[config.mk]
export PLATFORM = sky130hd
export DESIGN_NAME = regfile_port_arbiter
export DESIGN_NICKNAME = d
export VERILOG_FILES = /design/src/rtl/regfile_port_arbiter.sv
export SDC_FILE = /design/constraint.sdc
export NUM_CORES = 1
export LEC_CHECK = 0
export ABC_AREA = 0
export CORE_MARGIN = 1
export CORE_UTILIZATION = 33
export DETAILED_ROUTE_END_ITERATION = 16
export HOLD_SLACK_MARGIN = 0.05
export PLACE_DENSITY = 0.89
export SLEW_MARGIN = 20
export SYNTH_ARGS = -nofsm -noshare
export SYNTH_HDL_FRONTEND = slang
export SYNTH_SLANG_ARGS = --single-unit
[constraint.sdc]
create_clock -name clk -period 3 [get_ports clk]
set_input_delay 0.75 -clock clk [delete_from_list [all_inputs] [get_ports clk]]
set_output_delay 0.75 -clock clk [all_outputs]
set_load 0.005 [all_outputs]
[src/rtl/regfile_port_arbiter.sv]
// rtl/regfile_port_arbiter.sv - round-robin arbiter sharing one register_file port pair among requesters
//
// Purpose: grants at most one read or write per cycle to one of NUM_REQ
// requesters, drives the register_file write and read ports from the granted
// requester, and returns read data registered one cycle after the grant.
// A requester may lock the port across back-to-back transactions.
//
// Ports:
//   clk, reset        clock, synchronous active-high reset
//   req/req_we/req_lock  per-requester request, op (1=write), keep-ownership
//   req_index/req_wdata  packed per-requester index and write data
//   gnt               one-hot combinational grant
//   rvalid/rdata      registered one-hot read valid and shared read data
//   locked            registered, high while a requester owns the port
//   rf_*              register_file write port and read port A

module regfile_port_arbiter #(
    parameter int NUM_REQ     = 2,
    parameter int DATA_WIDTH  = 16,
    parameter int INDEX_WIDTH = 2
) (
    input  logic                           clk,
    input  logic                           reset,
    input  logic [NUM_REQ-1:0]             req,
    input  logic [NUM_REQ-1:0]             req_we,
    input  logic [NUM_REQ-1:0]             req_lock,
    input  logic [NUM_REQ*INDEX_WIDTH-1:0] req_index,
    input  logic [NUM_REQ*DATA_WIDTH-1:0]  req_wdata,
    output logic [NUM_REQ-1:0]             gnt,
    output logic [NUM_REQ-1:0]             rvalid,
    output logic [DATA_WIDTH-1:0]          rdata,
    output logic                           locked,
    output logic                           rf_write_enable,
    output logic [INDEX_WIDTH-1:0]         rf_write_index,
    output logic [DATA_WIDTH-1:0]          rf_write_data,
    output logic [INDEX_WIDTH-1:0]         rf_read_index,
    input  logic [DATA_WIDTH-1:0]          rf_read_data
);

    localparam int SEL_W = (NUM_REQ > 2) ? 2 : 1;

    typedef enum logic {
        IDLE,
        LOCKED
    } state_t;

    state_t           state;
    logic [SEL_W-1:0] ptr;
    logic [SEL_W-1:0] owner;
    logic [SEL_W-1:0] gidx;
    logic [SEL_W-1:0] cand;
    logic             any_gnt;

    function automatic logic [SEL_W-1:0] next_sel(input logic [SEL_W-1:0] s);
        if (s == SEL_W'(NUM_REQ - 1)) begin
            return '0;
        end
        return s + SEL_W'(1);
    endfunction

    // Grant selection: the owner alone while locked, otherwise the first
    // requester found scanning circularly from the priority pointer.
    always_comb begin
        gnt     = '0;
        gidx    = '0;
        cand    = '0;
        any_gnt = 1'b0;
        if (!reset) begin
            if (state == LOCKED) begin
                if (req[owner]) begin
                    any_gnt = 1'b1;
                    gidx    = owner;
                end
            end else begin
                for (int k = 0; k < NUM_REQ; k++) begin
                    cand = SEL_W'((int'(ptr) + k) % NUM_REQ);
                    if (!any_gnt && req[cand]) begin
                        any_gnt = 1'b1;
                        gidx    = cand;
                    end
                end
            end
            if (any_gnt) begin
                gnt[gidx] = 1'b1;
            end
        end
    end

    // Port steering: idle ports are driven to zero so the register_file
    // sees a quiet bus when nobody is granted.
    always_comb begin
        rf_write_enable = 1'b0;
        rf_write_index  = '0;
        rf_write_data   = '0;
        rf_read_index   = '0;
        for (int i = 0; i < NUM_REQ; i++) begin
            if (gnt[i]) begin
                rf_write_enable = req_we[i];
                rf_write_index  = req_index[i*INDEX_WIDTH +: INDEX_WIDTH];
                rf_write_data   = req_wdata[i*DATA_WIDTH +: DATA_WIDTH];
                rf_read_index   = req_index[i*INDEX_WIDTH +: INDEX_WIDTH];
            end
        end
    end

    always_ff @(posedge clk) begin
        if (reset) begin
            state  <= IDLE;
            ptr    <= '0;
            owner  <= '0;
            rvalid <= '0;
            rdata  <= '0;
            locked <= 1'b0;
        end else begin
            rvalid <= '0;
            if (any_gnt) begin
                if (!req_we[gidx]) begin
                    rvalid <= gnt;
                    rdata  <= rf_read_data;
                end
                if (req_lock[gidx]) begin
                    // Pointer stays put while a lock is held or taken.
                    state  <= LOCKED;
                    owner  <= gidx;
                    locked <= 1'b1;
                end else begin
                    state  <= IDLE;
                    ptr    <= next_sel(gidx);
                    locked <= 1'b0;
                end
            end else if (state == LOCKED) begin
                // Owner dropped its request: release without a grant.
                state  <= IDLE;
                ptr    <= next_sel(owner);
                locked <= 1'b0;
            end
        end
    end

endmodule

==> metrics.txt <==
# TYPE chip_impl_metric gauge
chip_impl_metric{name="stdcell_count",unit=""} 305
chip_impl_metric{name="synthArstFlopShare",unit="%"} 0
chip_impl_metric{name="grt.total_usage",unit="%"} 22.3
chip_impl_metric{name="grt_pass1_vias",unit=""} 1581
chip_impl_metric{name="timing.final.setup_violations",unit=""} 0
chip_impl_metric{name="grt_start_max_net_pins",unit=""} 21
chip_impl_metric{name="crit_path_max_incr_delay",unit="ns"} 0.50
chip_impl_metric{name="worstPathMaxFanout",unit=""} 20
chip_impl_metric{name="standard_cell_rows",unit=""} 22
chip_impl_metric{name="slew_headroom",unit="%"} 55.8
chip_impl_metric{name="synth_sequential_area_ratio",unit="%"} 34.7
chip_impl_info{name="clockRootBuffer",value="sky130_fd_sc_hd__clkbuf_8"} 1
chip_impl_metric{name="synth_cell_type_count",unit=""} 36
chip_impl_metric{name="synthesis.instances",unit=""} 142
chip_impl_metric{name="fmax",unit="MHz"} 342
chip_impl_metric{name="power.static_leakage",unit="nW"} 1.12
chip_impl_info{name="critical_path.cell_chain",value="dlygate4sd2_1, nand2b_1, nor3_2, buf_12, clkdlybuf4s50_1"} 1
chip_impl_metric{name="fillerInstances",unit=""} 323
chip_impl_metric{name="number_of_storage_elements_in_the_synthesis_netlist",unit=""} 22
chip_impl_metric{name="nNetsFinal",unit=""} 319
chip_impl_metric{name="ys_warn_count",unit=""} 0
chip_impl_metric{name="dr_total_vias",unit=""} 1670
chip_impl_metric{name="multiInputGateArea",unit="sq um"} 744
chip_impl_metric{name="seqCellArea",unit="sq um"} 440
chip_impl_metric{name="wire_per_inst",unit="um"} 15.3
chip_impl_metric{name="worst_skew_pair.late_latency",unit="ns"} 0.25
chip_impl_metric{name="synth_edf_count",unit=""} 0
chip_impl_metric{name="drtPass1Iterations",unit=""} 4
chip_impl_metric{name="finalSetupTns",unit="ns"} 0
chip_impl_info{name="synthTopCellsByCount",value="sky130_fd_sc_hd__dfxtp_1 (22), sky130_fd_sc_hd__nand2_1 (19), sky130_fd_sc_hd__a22o_1 (18)"} 1
chip_impl_metric{name="area.growth.synth_to_final",unit="%"} 97.4
chip_impl_metric{name="route.final.wire_length",unit="um"} 4670
chip_impl_metric{name="vdd_ir_drop_max",unit="V"} 0.000172
chip_impl_info{name="crit_slowest_cell",value="sky130_fd_sc_hd__clkdlybuf4s50_1"} 1
chip_impl_metric{name="report.final.hold_viol_count",unit=""} 0
chip_impl_metric{name="grt_overflow_total",unit=""} 0
chip_impl_info{name="rsz_0062_raised_after_global_routing",value="no"} 1
chip_impl_metric{name="dp.final_hpwl",unit="um"} 3370
chip_impl_metric{name="syn-mean-instance-area",unit="sq um"} 8.94
chip_impl_metric{name="finalCritPeriodShare",unit="%"} 97.4
chip_impl_metric{name="dieHeight",unit="um"} 64.0
chip_impl_metric{name="power-per-cell-area",unit="nW/um^2"} 344
chip_impl_metric{name="critical_path_arrival",unit="ns"} 2.17
chip_impl_metric{name="synth_top_area_share",unit="%"} 34.7
chip_impl_metric{name="synth_area",unit="sq um"} 1270
chip_impl_info{name="status",value="finished clean"} 1
chip_impl_metric{name="grt_first_pass_wirelength",unit="um"} 7170
chip_impl_metric{name="tightestPinTransition",unit="ns"} 0.661
chip_impl_info{name="post_synth_top_flop",value="sky130_fd_sc_hd__dfxtp_1"} 1
chip_impl_metric{name="cap_violations",unit=""} 0
chip_impl_metric{name="gp_congestion",unit=""} 0.920
chip_impl_metric{name="synthesis.nets",unit=""} 202
chip_impl_metric{name="floorplan.initialDensity",unit="%"} 34.4
chip_impl_metric{name="dieArea",unit="sq um"} 4100
chip_impl_metric{name="detail_route.vias_per_cell",unit=""} 5.48
chip_impl_info{name="cp_top_family",value="buffers and inverters"} 1
chip_impl_metric{name="path_buf_inv",unit=""} 3
chip_impl_metric{name="stdcell_area",unit="sq um"} 2510
chip_impl_metric{name="placedCellCount",unit=""} 293
chip_impl_info{name="end_kind",value="output port"} 1
chip_impl_metric{name="port-buffer-count",unit=""} 101
chip_impl_metric{name="core",unit="sq um"} 3690
chip_impl_metric{name="io-pin-count",unit=""} 102
chip_impl_metric{name="clk_pin_slew_worst_paths",unit="ns"} 0.07
chip_impl_metric{name="horizontal_die_dimension",unit="um"} 64.0
chip_impl_info{name="netlist.top_cell.by_area",value="sky130_fd_sc_hd__dfxtp_1"} 1
chip_impl_info{name="synthTopCellsByArea",value="sky130_fd_sc_hd__dfxtp_1 (35%), sky130_fd_sc_hd__a22o_1 (12%), sky130_fd_sc_hd__nand4_1 (8.4%), sky130_fd_sc_hd__nand2_1 (5.6%), sky130_fd_sc_hd__o311ai_1 (5.5%)"} 1
chip_impl_metric{name="placement.cell_area",unit="sq um"} 2400
chip_impl_metric{name="cts.path.max_buffers",unit=""} 2
chip_impl_info{name="cts_tree",value="done"} 1
chip_impl_metric{name="cts_htree_levels",unit=""} 1
chip_impl_info{name="worstHoldPathType",value="reg -> reg"} 1
chip_impl_metric{name="drt_drc_violations_left",unit=""} 0
chip_impl_metric{name="n_antenna_cell",unit=""} 0
chip_impl_metric{name="tritoncts_num_sinks",unit=""} 22
chip_impl_info{name="timing.setup.critical_path_class",value="in -> out"} 1
chip_impl_metric{name="dr.first_iter.drc_count",unit=""} 137
chip_impl_metric{name="postRouteAntennaNets",unit=""} 0
chip_impl_metric{name="critPathRequiredTime",unit="ns"} 2.25
chip_impl_metric{name="clock-skew-final",unit="ns"} 0.000991
chip_impl_metric{name="layout-drive-gt1-share",unit="%"} 21.8
chip_impl_info{name="cp-start-kind",value="input port"} 1
chip_impl_metric{name="tritoncts.num_buffers",unit=""} 3
chip_impl_metric{name="period_minus_slack",unit="ns"} 2.92
chip_impl_info{name="synth_most_common_cell",value="sky130_fd_sc_hd__dfxtp_1"} 1
chip_impl_metric{name="report.power.total",unit="W"} 0.000861
chip_impl_metric{name="final_max_slew_violation_count",unit=""} 0
chip_impl_metric{name="grt_antenna_before_repair",unit=""} 0
[registers in the layout, indices dropped and copies added (netlist names)]
register  flops
owner         1
state         1
ptr           1
rdata        16
locked        1
rvalid        2
[tightest hold or removal path: stages (launching register included)]
cell and delay [ns]:
sky130_fd_sc_hd__dfxtp_1 0.31, sky130_fd_sc_hd__o311ai_1 0.07, sky130_fd_sc_hd__nand2_1 0.05
[report_power, final]
| group | switching (W) | internal (W) | total, W | leakage (nW) |
|---|---|---|---|---|
| combinational | 0.000130 | 0.000219 | 0.000350 | 0.917 |
| sequential | 0.0000181 | 0.000317 | 0.000335 | 0.181 |
| clock | 0.0000868 | 0.0000894 | 0.000176 | 0.0216 |
| total | 0.000235 | 0.000626 | 0.000861 | 1.12 |
[cells by family (layout without fill, tap and decap cells)]
| logic type | after synthesis | in the layout | share of synthesized area, % |
|---|---|---|---|
| AOI/OAI and AO/OA | 45 | 45 | 31.0 |
| buffers and inverters | 19 | 134 | 8.96 |
| DFF | 22 | 22 | 34.7 |
| muxes | 2 | 2 | 1.58 |
| and+or+nand+nor | 54 | 54 | 23.7 |
[per-stage QoR]
step	worst slack [ns]	utilization, %	hold WS, ns
after detailed placement	-0.622	65.2	0.451
after global routing	0.0119	68.0	0.490
final	0.0783	68.0	0.469
after global placement	-0.556	65.2	0.448
after CTS	0.0146	67.7	0.469
after floorplan	0.294	-	0.447
[layout by cell type (no fill, tap or decap), types with 2 or more instances in the layout]
cell type                         Yosys  final
sky130_fd_sc_hd__dlygate4sd2_1        0     10
sky130_fd_sc_hd__buf_16               0      2
sky130_fd_sc_hd__a21oi_1              2      2
sky130_fd_sc_hd__a22o_1              18     18
sky130_fd_sc_hd__buf_2                7     13
sky130_fd_sc_hd__nor2b_1              2      2
sky130_fd_sc_hd__o311ai_1             8      8
sky130_fd_sc_hd__clkdlybuf4s50_1      0     76
sky130_fd_sc_hd__buf_12               0      2
sky130_fd_sc_hd__o311ai_0             7      7
sky130_fd_sc_hd__nand4_1             17     17
sky130_fd_sc_hd__clkbuf_8             0      3
sky130_fd_sc_hd__nor3_1               3      2
sky130_fd_sc_hd__inv_1                3      3
sky130_fd_sc_hd__and3_1               2      2
sky130_fd_sc_hd__a31o_2               2      2
sky130_fd_sc_hd__buf_4                2     20
sky130_fd_sc_hd__dfxtp_1             22     22
sky130_fd_sc_hd__buf_6                2      3
sky130_fd_sc_hd__nand2_1             19     19
[layout make-up]
| type | instances | area share [%] |
|---|---|---|
| clock buffers | 3 | 1.65 |
| inverters | 3 | 0.449 |
| multi-input cells | 101 | 29.7 |
| flip-flops and latches | 22 | 17.6 |
| well taps | 48 | 2.40 |
| repair buffers | 128 | 48.3 |
[metal layers]
metal	part of all wire, %	GRT usage, %	wire length (um)
met1	38	24.7	1790
met2	55	42.0	2580
met3	5.3	2.50	246
met4	1.3	9.94	61
met5	0	0	0
[repair_timing]
item / CTS / global route
pin swaps: 6 / 4
setup buffers: 6 / 1
setup endpoints to repair: 23 / 8
gates cloned: 2 / 0
hold buffers: 0 / 0
resized for setup: 72 / 4
[worst paths after layout]
check	cells past startpoint	from	slack (ns)	to
worst max-delay path	5	reset	0.08	gnt[1]
worst min-delay path	2	rdata[8]	0.47	rdata[8]
worst max register to register	6	state	1.13	rdata[1]
worst min register to register	2	rdata[8]	0.47	rdata[8]
Note: power is estimated with default switching activity, not from simulation.
